[src/rtl/mc_ctrl_pkg.sv]
// Shared encodings for the multi-cycle RV32I sequencer: datapath control codes,
// opcodes, FSM state codes and trap causes.
package mc_ctrl_pkg;

    typedef enum logic [2:0] {
        S_IF   = 3'd0,
        S_ID   = 3'd1,
        S_EX   = 3'd2,
        S_MEM  = 3'd3,
        S_WB   = 3'd4,
        S_TRAP = 3'd5
    } state_e;

    localparam logic [1:0] CAUSE_NONE    = 2'b00;
    localparam logic [1:0] CAUSE_ILLEGAL = 2'b01;
    localparam logic [1:0] CAUSE_TIMEOUT = 2'b10;

    localparam logic [5:0] EXT_NONE        = 6'b000000;
    localparam logic [5:0] EXT_ITYPE_SHAMT = 6'b100000;
    localparam logic [5:0] EXT_ITYPE       = 6'b010000;
    localparam logic [5:0] EXT_STYPE       = 6'b001000;
    localparam logic [5:0] EXT_BTYPE       = 6'b000100;
    localparam logic [5:0] EXT_UTYPE       = 6'b000010;
    localparam logic [5:0] EXT_JTYPE       = 6'b000001;

    localparam logic [4:0] ALU_NOP  = 5'b00000;
    localparam logic [4:0] ALU_LUI  = 5'b00001;
    localparam logic [4:0] ALU_ADD  = 5'b00011;
    localparam logic [4:0] ALU_SUB  = 5'b00100;
    localparam logic [4:0] ALU_BNE  = 5'b00101;
    localparam logic [4:0] ALU_BLT  = 5'b00110;
    localparam logic [4:0] ALU_BGE  = 5'b00111;
    localparam logic [4:0] ALU_BLTU = 5'b01000;
    localparam logic [4:0] ALU_BGEU = 5'b01001;
    localparam logic [4:0] ALU_SLT  = 5'b01010;
    localparam logic [4:0] ALU_SLTU = 5'b01011;
    localparam logic [4:0] ALU_XOR  = 5'b01100;
    localparam logic [4:0] ALU_OR   = 5'b01101;
    localparam logic [4:0] ALU_AND  = 5'b01110;
    localparam logic [4:0] ALU_SLL  = 5'b01111;
    localparam logic [4:0] ALU_SRL  = 5'b10000;
    localparam logic [4:0] ALU_SRA  = 5'b10001;

    localparam logic [2:0] NPC_PLUS4  = 3'b000;
    localparam logic [2:0] NPC_BRANCH = 3'b001;
    localparam logic [2:0] NPC_JUMP   = 3'b010;
    localparam logic [2:0] NPC_JALR   = 3'b100;

    localparam logic [1:0] WD_FROM_ALU = 2'b00;
    localparam logic [1:0] WD_FROM_MEM = 2'b01;
    localparam logic [1:0] WD_FROM_PC  = 2'b10;

    localparam logic [6:0] OP_RTYPE  = 7'b0110011;
    localparam logic [6:0] OP_ITYPE  = 7'b0010011;
    localparam logic [6:0] OP_LOAD   = 7'b0000011;
    localparam logic [6:0] OP_STORE  = 7'b0100011;
    localparam logic [6:0] OP_BRANCH = 7'b1100011;
    localparam logic [6:0] OP_LUI    = 7'b0110111;
    localparam logic [6:0] OP_JAL    = 7'b1101111;
    localparam logic [6:0] OP_JALR   = 7'b1100111;

    localparam logic [6:0] F7_BASE = 7'b0000000;
    localparam logic [6:0] F7_ALT  = 7'b0100000;

endpackage

[src/rtl/mc_ctrl_decode.sv]
// Combinational instruction classifier: instruction class flags plus the
// immediate format, ALU operation and ALU B-source for the latched IR.
module mc_decode
    import mc_ctrl_pkg::*;
(
    input  logic [6:0] op_i,
    input  logic [6:0] funct7_i,
    input  logic [2:0] funct3_i,
    output logic       rtype_o,
    output logic       itype_r_o,
    output logic       load_o,
    output logic       store_o,
    output logic       branch_o,
    output logic       lui_o,
    output logic       jal_o,
    output logic       jalr_o,
    output logic       illegal_o,
    output logic [5:0] ext_op_o,
    output logic [4:0] alu_op_o,
    output logic       alu_src_o
);

    logic legal;
    logic f7_base;
    logic f7_alt;

    assign f7_base = (funct7_i == F7_BASE);
    assign f7_alt  = (funct7_i == F7_ALT);

    always_comb begin
        // NOTE: every output gets a default up front so no path through the case infers a latch.
        legal     = 1'b0;
        rtype_o   = 1'b0;
        itype_r_o = 1'b0;
        load_o    = 1'b0;
        store_o   = 1'b0;
        branch_o  = 1'b0;
        lui_o     = 1'b0;
        jal_o     = 1'b0;
        jalr_o    = 1'b0;
        ext_op_o  = EXT_NONE;
        alu_op_o  = ALU_NOP;
        alu_src_o = 1'b0;

        case (op_i)
            OP_RTYPE: begin
                rtype_o = 1'b1;
                legal   = f7_base || (f7_alt && (funct3_i == 3'b000 || funct3_i == 3'b101));
                case (funct3_i)
                    3'b000:  alu_op_o = f7_alt ? ALU_SUB : ALU_ADD;
                    3'b001:  alu_op_o = ALU_SLL;
                    3'b010:  alu_op_o = ALU_SLT;
                    3'b011:  alu_op_o = ALU_SLTU;
                    3'b100:  alu_op_o = ALU_XOR;
                    3'b101:  alu_op_o = f7_alt ? ALU_SRA : ALU_SRL;
                    3'b110:  alu_op_o = ALU_OR;
                    default: alu_op_o = ALU_AND;
                endcase
            end
            OP_ITYPE: begin
                itype_r_o = 1'b1;
                alu_src_o = 1'b1;
                ext_op_o  = EXT_ITYPE;
                legal     = 1'b1;
                case (funct3_i)
                    3'b000: alu_op_o = ALU_ADD;
                    3'b010: alu_op_o = ALU_SLT;
                    3'b011: alu_op_o = ALU_SLTU;
                    3'b100: alu_op_o = ALU_XOR;
                    3'b110: alu_op_o = ALU_OR;
                    3'b111: alu_op_o = ALU_AND;
                    3'b001: begin
                        alu_op_o = ALU_SLL;
                        ext_op_o = EXT_ITYPE_SHAMT;
                        legal    = f7_base;
                    end
                    default: begin
                        alu_op_o = f7_alt ? ALU_SRA : ALU_SRL;
                        ext_op_o = EXT_ITYPE_SHAMT;
                        legal    = f7_base || f7_alt;
                    end
                endcase
            end
            OP_LOAD: begin
                load_o    = 1'b1;
                alu_src_o = 1'b1;
                ext_op_o  = EXT_ITYPE;
                alu_op_o  = ALU_ADD;
                legal     = (funct3_i == 3'b010);
            end
            OP_STORE: begin
                store_o   = 1'b1;
                alu_src_o = 1'b1;
                ext_op_o  = EXT_STYPE;
                alu_op_o  = ALU_ADD;
                legal     = (funct3_i == 3'b010);
            end
            OP_BRANCH: begin
                branch_o = 1'b1;
                ext_op_o = EXT_BTYPE;
                legal    = 1'b1;
                case (funct3_i)
                    3'b000:  alu_op_o = ALU_SUB;
                    3'b001:  alu_op_o = ALU_BNE;
                    3'b100:  alu_op_o = ALU_BLT;
                    3'b101:  alu_op_o = ALU_BGE;
                    3'b110:  alu_op_o = ALU_BLTU;
                    3'b111:  alu_op_o = ALU_BGEU;
                    default: legal    = 1'b0;
                endcase
            end
            OP_LUI: begin
                lui_o     = 1'b1;
                alu_src_o = 1'b1;
                ext_op_o  = EXT_UTYPE;
                alu_op_o  = ALU_LUI;
                legal     = 1'b1;
            end
            OP_JAL: begin
                jal_o    = 1'b1;
                ext_op_o = EXT_JTYPE;
                legal    = 1'b1;
            end
            OP_JALR: begin
                jalr_o    = 1'b1;
                alu_src_o = 1'b1;
                ext_op_o  = EXT_ITYPE;
                alu_op_o  = ALU_ADD;
                legal     = (funct3_i == 3'b000);
            end
            default: legal = 1'b0;
        endcase

        illegal_o = ~legal;
    end

endmodule

[src/rtl/mc_ctrl.sv]
// Multi-cycle RV32I sequencer: IF/ID/EX/MEM/WB FSM with a shared req/ack memory
// watchdog, sticky trap reporting and a retired-instruction counter.
module mc_ctrl
    import mc_ctrl_pkg::*;
#(
    parameter int TIMEOUT = 16
) (
    input  logic        clk,
    input  logic        rstn,
    input  logic [6:0]  Op,
    input  logic [6:0]  Funct7,
    input  logic [2:0]  Funct3,
    input  logic        Zero,
    input  logic        imem_ack,
    input  logic        dmem_ack,
    output logic        imem_req,
    output logic        IRWrite,
    output logic        dmem_req,
    output logic        MemWrite,
    output logic        RegWrite,
    output logic        PCWrite,
    output logic        ALUSrc,
    output logic [5:0]  EXTOp,
    output logic [4:0]  ALUOp,
    output logic [2:0]  NPCOp,
    output logic [1:0]  WDSel,
    output logic        trap,
    output logic [1:0]  trap_cause,
    output logic [31:0] instret,
    output logic [2:0]  state
);

    localparam int WAIT_W = (TIMEOUT > 1) ? $clog2(TIMEOUT) : 1;
    localparam logic [WAIT_W-1:0] WAIT_LAST = WAIT_W'(TIMEOUT - 1);

    state_e             state_q, state_d;
    logic [WAIT_W-1:0]  wait_q, wait_d;
    logic [31:0]        instret_q, instret_d;
    logic               trap_q, trap_d;
    logic [1:0]         cause_q, cause_d;

    logic       rtype, itype_r, load, store, branch, lui, jal, jalr, illegal;
    logic [5:0] dec_ext;
    logic [4:0] dec_alu;
    logic       dec_alu_src;
    logic       timed_out;

    mc_decode u_decode (
        .op_i      (Op),
        .funct7_i  (Funct7),
        .funct3_i  (Funct3),
        .rtype_o   (rtype),
        .itype_r_o (itype_r),
        .load_o    (load),
        .store_o   (store),
        .branch_o  (branch),
        .lui_o     (lui),
        .jal_o     (jal),
        .jalr_o    (jalr),
        .illegal_o (illegal),
        .ext_op_o  (dec_ext),
        .alu_op_o  (dec_alu),
        .alu_src_o (dec_alu_src)
    );

    assign timed_out = (wait_q == WAIT_LAST);

    always_comb begin
        state_d   = state_q;
        wait_d    = '0;
        instret_d = instret_q;
        trap_d    = trap_q;
        cause_d   = cause_q;
        imem_req  = 1'b0;
        IRWrite   = 1'b0;
        dmem_req  = 1'b0;
        MemWrite  = 1'b0;
        RegWrite  = 1'b0;
        PCWrite   = 1'b0;
        ALUSrc    = 1'b0;
        EXTOp     = EXT_NONE;
        ALUOp     = ALU_NOP;
        NPCOp     = NPC_PLUS4;
        WDSel     = WD_FROM_ALU;

        if (state_q inside {S_EX, S_MEM, S_WB}) begin
            ALUSrc = dec_alu_src;
            EXTOp  = dec_ext;
            ALUOp  = dec_alu;
        end

        case (state_q)
            S_IF: begin
                imem_req = 1'b1;
                if (imem_ack) begin
                    IRWrite = 1'b1;
                    state_d = S_ID;
                end else if (timed_out) begin
                    state_d = S_TRAP;
                    trap_d  = 1'b1;
                    cause_d = CAUSE_TIMEOUT;
                end else begin
                    wait_d = wait_q + 1'b1;
                end
            end
            S_ID: begin
                if (illegal) begin
                    state_d = S_TRAP;
                    trap_d  = 1'b1;
                    cause_d = CAUSE_ILLEGAL;
                end else begin
                    state_d = S_EX;
                end
            end
            S_EX: begin
                if (branch) begin
                    PCWrite = 1'b1;
                    NPCOp   = Zero ? NPC_BRANCH : NPC_PLUS4;
                    state_d = S_IF;
                end else if (load || store) begin
                    state_d = S_MEM;
                end else if (rtype || itype_r || lui || jal || jalr) begin
                    state_d = S_WB;
                end else begin
                    // Unreachable after a legal decode; kept so the FSM never stalls.
                    state_d = S_TRAP;
                    trap_d  = 1'b1;
                    cause_d = CAUSE_ILLEGAL;
                end
            end
            S_MEM: begin
                dmem_req = 1'b1;
                MemWrite = store;
                if (dmem_ack) begin
                    if (store) begin
                        PCWrite = 1'b1;
                        state_d = S_IF;
                    end else begin
                        state_d = S_WB;
                    end
                end else if (timed_out) begin
                    state_d = S_TRAP;
                    trap_d  = 1'b1;
                    cause_d = CAUSE_TIMEOUT;
                end else begin
                    wait_d = wait_q + 1'b1;
                end
            end
            S_WB: begin
                RegWrite = 1'b1;
                PCWrite  = 1'b1;
                WDSel    = load ? WD_FROM_MEM : ((jal || jalr) ? WD_FROM_PC : WD_FROM_ALU);
                NPCOp    = jal ? NPC_JUMP : (jalr ? NPC_JALR : NPC_PLUS4);
                state_d  = S_IF;
            end
            default: state_d = S_TRAP;
        endcase

        if (PCWrite) begin
            instret_d = instret_q + 32'd1;
        end

        // Requests drop in the same cycle reset is asserted, before the edge applies it.
        if (!rstn) begin
            imem_req = 1'b0;
            dmem_req = 1'b0;
        end
    end

    always_ff @(posedge clk) begin
        // NOTE: sequential state uses non-blocking assignments so every register samples pre-edge values.
        if (!rstn) begin
            state_q   <= S_IF;
            wait_q    <= '0;
            instret_q <= '0;
            trap_q    <= 1'b0;
            cause_q   <= CAUSE_NONE;
        end else begin
            state_q   <= state_d;
            wait_q    <= wait_d;
            instret_q <= instret_d;
            trap_q    <= trap_d;
            cause_q   <= cause_d;
        end
    end

    assign state      = state_q;
    assign instret    = instret_q;
    assign trap       = trap_q;
    assign trap_cause = cause_q;

endmodule

[config.mk]
export PLATFORM = sky130hd
export DESIGN_NAME = mc_ctrl
export DESIGN_NICKNAME = d
export VERILOG_FILES = /design/src/rtl/mc_ctrl_pkg.sv /design/src/rtl/mc_ctrl_decode.sv /design/src/rtl/mc_ctrl.sv
export SDC_FILE = /design/constraint.sdc
export NUM_CORES = 1
export LEC_CHECK = 0
export ABC_CLOCK_PERIOD_IN_PS = 5260
export CAP_MARGIN = 20
export CORE_MARGIN = 2
export CORE_UTILIZATION = 51
export DETAILED_ROUTE_END_ITERATION = 8
export PLACE_DENSITY_LB_ADDON = 0.25
export SYNTH_ARGS = -nofsm -noshare
export SYNTH_HDL_FRONTEND = slang
export SYNTH_SLANG_ARGS = --single-unit
[constraint.sdc]
create_clock -name clk -period 5.26 [get_ports clk]
set_input_delay 1.052 -clock clk [delete_from_list [all_inputs] [get_ports clk]]
set_output_delay 1.052 -clock clk [all_outputs]
set_load 0.005 [all_outputs]
# [Word level (Yosys, flattened, before mapping)]
# Cells that the tools add are included.
[op_classes] n_bitwise=0 addsub=2 muxes=72 div_mod_pow=0 eq_ne=27 n_reduce_logical=23 order_cmp=0 multipliers=0 shift=0
[op_table] operator="case mux 5 bit (7 select lines)" count=2
[op_table] operator="case mux 6 bit (6 select lines)" count=1
[op_table] operator="2-to-1 mux 1 bit" count=33
[op_table] operator="adder 32 x 1 -> 32 bit (second input constant)" count=1
[op_table] operator="2-to-1 mux 3 bit" count=10
[op_table] operator="equality test 7 x 6 -> 1 bit (second input constant)" count=4
[op_table] operator="case mux 5 bit (5 select lines)" count=1
[op_table] operator="case mux 4 bit (6 select lines)" count=1
[op_table] operator="equality test 7 bit (second input constant)" count=3
[op_table] operator="2-to-1 mux 2 bit" count=10
[op_table] operator="equality test 3 bit (second input constant)" count=5
[op_table] operator="case mux 3 bit (5 select lines)" count=1
[op_table] operator="equality test 3 x 2 -> 1 bit (second input constant)" count=4
[op_table] operator="2-to-1 mux 4 bit" count=3
[op_table] operator="2-to-1 mux 6 bit" count=2
[op_table] operator="!= test 2 bit (second input constant)" count=6
[op_table] operator="OR reduction 6 bit" count=2
[op_table] operator="logical OR 1 bit" count=9
[op_table] operator="case mux 2 bit (4 select lines)" count=1
[op_table] operator="case mux 4 bit (2 select lines)" count=1
[op_table] operator="equality test 7 x 2 -> 1 bit (second input constant)" count=1
[op_table] operator="equality test 7 x 5 -> 1 bit (second input constant)" count=1
[op_table] operator="logical NOT 7 bit" count=1
[op_table] operator="AND reduction 7 bit" count=1
[op_table] operator="other kinds (16)" count=20
[totals] out_inout_bits=61 memories=0 romBits=0 wordCells=129 regBits=42 input_bits=22 mem_bits_rw=0 latchBits=0

# [Depth between registers and ports, before layout]
[logic_depth] ltp_word=10 depth_mapped=8

# [Cells and area by module]
# From an unflattened synthesis, not the netlist that was laid out.
[unflattened] hier_cells=392 area_unflattened_um2=2967.8
[by_module_without_submodules] module="mc_ctrl" area_per_inst_um2=2446.1 cells_per_inst=303 seq_area_each_um2=840.8 instances=1
[by_module_without_submodules] module="mc_decode" area_per_inst_um2=521.8 cells_per_inst=89 seq_area_each_um2=0.0 instances=1

# [Worst setup path before layout]
# No wires, ideal clock.
[synth_path] kind="input to output" start="in Op[2]" end="out ALUOp[0]" arrival_ps=2248 setup_slack_ps=1960 t_required_ps=4208 stages=8 path_cell_list="nand4bb_1 buf_6 or2_1 clkbuf_1 nor3_1 a2bb2oi_1 a32oi_1 o21a_1"
[synth_via] elab_chain_len=4
[synth_lines] item="start: declaration" line_no="mc_ctrl.sv:10" text="input logic [6:0] Op,"
[synth_lines] item="equality test 7 x 2 -> 1 bit, or another cell as far along" line_no="mc_ctrl_decode.sv:45" text="case (op_i)"
[synth_lines] item="OR reduction 3 bit (no line)"
[synth_lines] item="case mux 5 bit (5 select lines) (*)" line_no="mc_ctrl_decode.sv:45"
[synth_lines] item="2-to-1 mux 5 bit (*)" line_no="mc_ctrl.sv:86" text="if (state_q inside {S_EX, S_MEM, S_WB}) begin"
[synth_lines] item="end: declaration" line_no="mc_ctrl.sv:24" text="output logic [4:0] ALUOp,"
# Every way passes the cells marked *; elsewhere a longest branch is shown, timed or not.

# [Worst setup path in the final report]
[layout_path] start="in Op[2]" end="out ALUOp[1]"
# The elaborated chain is that of the path after synthesis.

==> insert_results.sql <==
INSERT INTO impl_metrics (metric_group, metric, value, unit) VALUES
('status', 'status', 'completed', ''),
('global_routing', 'grt_max_degree', '38', ''),
('global_routing', 'grt.total_usage', '0.2346', ''),
('drt', 'avgViaCountPerCell', '5.633', ''),
('pwr', 'vdd_ir_drop_max', '125.5', 'uV'),
('drt', 'route.layer.met1.wl', '3107', 'um'),
('logic_synthesis', 'dominant_cells_by_area_after_synthesis', 'dfxtp_1, nor2_1, xnor2_1, nor3_1, nand2_1', ''),
('global_routing', 'grt_pass1_vias', '2468', ''),
('clock_tree', 'cts-root-buf', 'clkbuf_8', ''),
('final_layout', 'final_design_area_no_fill', '0.003607', 'mm2'),
('floorplanning', 'pin_count', '83', ''),
('logic_synthesis', 'synth_fp_nets', '378', ''),
('clock_tree', 'clock-sinks', '42', ''),
('sta', 'report.final.slew_viol_count', '0', ''),
('floorplanning', 'chipHeight', '76.61', 'um'),
('final_layout', 'leading_cell_type_in_the_layout_fill_and_taps_excluded', 'clkdlybuf4s50_1', ''),
('placement', 'port-buffer-count', '82', ''),
('logic_synthesis', 'synth_top_flop_cell', 'dfxtp_1', ''),
('clock_tree', 'cts-hold-fix-buffers', '0', ''),
('clock_tree', 'cts_repair_resize_count', '0', ''),
('final_layout', 'fill_cells', '435', ''),
('floorplanning', 'die_width', '76.61', 'um'),
('logic_synthesis', 'netlist-cell-type-count', '52', ''),
('final_layout', 'insertedDiodeCount', '0', ''),
('global_routing', 'total_grt_overflow', '0', ''),
('global_routing', 'grt_antenna_before_repair', '0', ''),
('critical_path', 'end_kind', 'output pin', ''),
('sta', 'final.period_utilization', '0.9287', ''),
('final_layout', 'flow.area_growth_from_synthesis', '34.16', '%'),
('placement', 'placed_area', '0.003521', 'mm2'),
('sta', 'period_needed', '4.885', 'ns'),
('drt', 'antenna_left', '0', ''),
('sta', 'clock.fmax', '204.7', 'MHz'),
('critical_path', 'crit_start', 'Op[2]', ''),
('critical_path', 'rr_worst_depth', '6', ''),
('sta', 'grt_setup_unrepaired', 'false', ''),
('pwr', 'power.leakage', '0.001184', 'uW'),
('logic_synthesis', 'cells_after_synth', '354', ''),
('logic_synthesis', 'async_reset_ff_frac', '0', ''),
('sta', 'hold_viol_final', '0', ''),
('logic_synthesis', 'netlist_area', '0.002689', 'mm2'),
('run', 'drv_cap', '0', ''),
('floorplanning', 'start_util', '0.5265', ''),
('pwr', 'power_density', '180.3', 'mW/mm2'),
('critical_path', 'regToRegEndpoint', 'instret[13]', ''),
('drt', 'amount_of_wire_on_met3_after_detailed_routing', '464', 'um'),
('logic_synthesis', 'synthesis.area_per_instance', '7.596', 'um2'),
('clock_tree', 'h-tree-depth', '2', ''),
('clock_tree', 'clock_tree_from_tritoncts', 'built', ''),
('clock_tree', 'cts_setup_buffers', '0', ''),
('drt', 'drc', '0', ''),
('logic_synthesis', 'post_synth_edffs', '0', ''),
('sta', 'finalSetupViolCount', '0', ''),
('clock_tree', 'cts-root-to-sink-buffers', '2', ''),
('logic_synthesis', 'synth-warning-count', '0', ''),
('logic_synthesis', 'synth_seq_cells', '42', ''),
('critical_path', 'crit-reg2reg-launch', 'state[0]', ''),
('placement', 'finalWeightedCongestion', '0.9510', ''),
('sta', 'slew-limit-headroom', '0.4419', ''),
('final_layout', 'post_route_cells_drive_above_1_share', '0.06308', ''),
('drt', 'wl_per_cell', '14.05', 'um'),
('critical_path', 'crit_arrival', '3.83', 'ns'),
('drt', 'routed-wl-met2', '3304', 'um'),
('clock_tree', 'clkTransAtPathRegs', '0.08', 'ns'),
('sta', 'worst_pin_slew', '0.8372', 'ns'),
('global_routing', 'grt_first_pass_wirelength', '11490', 'um'),
('logic_synthesis', 'synth_top_cell_area_share', '0.3127', ''),
('critical_path', 'cp-endpoint', 'ALUOp[1]', ''),
('critical_path', 'critPathLaunchType', 'input pin', ''),
('drt', 'detailedRoute.firstIterationViolations', '216', ''),
('final_layout', 'postLayoutCoreUtil', '0.7063', '');
worst max-delay path, stage by stage:
cell and delay (ns):
clkdlybuf4s50_1 0.52, nand4bb_1 0.50, nor3_1 0.77, o31ai_1 0.22, a31oi_1 0.21, clkdlybuf4s50_1 0.54
cell type report:
class | instances | area [um2] | share of cell area
Clock buffer | 6 | 72.57 | 0.02012
Multi-Input combinational cell | 278 | 1697 | 0.4703
Timing Repair Buffer | 84 | 835.8 | 0.2317
Clock inverter | 2 | 13.76 | 0.003815
Sequential cell | 42 | 840.8 | 0.2331
Inverter | 16 | 60.06 | 0.01665
Tap cell | 70 | 87.58 | 0.02428
registers in the layout, summed over array words and instances, names as in the netlist:
register,count
instret,32
state,3
trap,1
trap_cause,2
wait_q,4
per-layer routing:
metal	track usage	vias to the layer above
li1	-	1397
met1	0.3004	1299
met2	0.3920	99
met3	0.05450	10
met4	0.07273	0
met5	0	-
cell usage after synthesis, types with 5 or more instances:
master	instances
nor2_1	54
dfxtp_1	42
nand2_1	31
nor3_1	25
xnor2_1	22
a21oi_1	21
o21ai_0	18
inv_1	15
clkbuf_1	14
nand3_1	11
or3_1	11
nand4_1	6
xor2_1	6
nand2b_1	5
nor4_1	5
logic make-up after synthesis:
kind of cell / count (synthesis) / synth area share
xor+xnor: 28 / 0.09120
flops: 42 / 0.3127
buf+inv: 34 / 0.05630
fa+ha+maj: 2 / 0.009305
simple gates: 178 / 0.3499
mux: 3 / 0.01117
compound gates: 67 / 0.1694
through the flow:
| step | hold slack (ns) | std cells | setup WS, ns |
|---|---|---|---|
| 6_report | 0.4502 | 498 | 0.3751 |
| 5_1_grt | 0.4727 | 498 | 0.1168 |
| 4_1_cts | 0.4533 | 498 | 0.4067 |
| 3_5_place_dp | 0.4408 | 490 | 0.4086 |
| 3_3_place_gp | 0.4360 | 490 | 0.4990 |
| 2_1_floorplan | 0.4421 | 354 | 1.960 |
worst min-delay path by stage:
stage / to / slack (ns) / cells after the start
global placement: trap / 0.44 / 2
CTS: trap / 0.45 / 2
detailed placement: trap / 0.44 / 2
floorplan: trap / 0.44 / 2
finish: trap / 0.45 / 2
global route: trap / 0.47 / 2
power breakdown:
| group | internal, uW | switching (uW) |
|---|---|---|
| clock network | 93.6 | 108 |
| logic | 55.2 | 56.6 |
| registers | 325 | 12.5 |
| total | 474 | 177 |
Power figures use the tool's default switching activity.
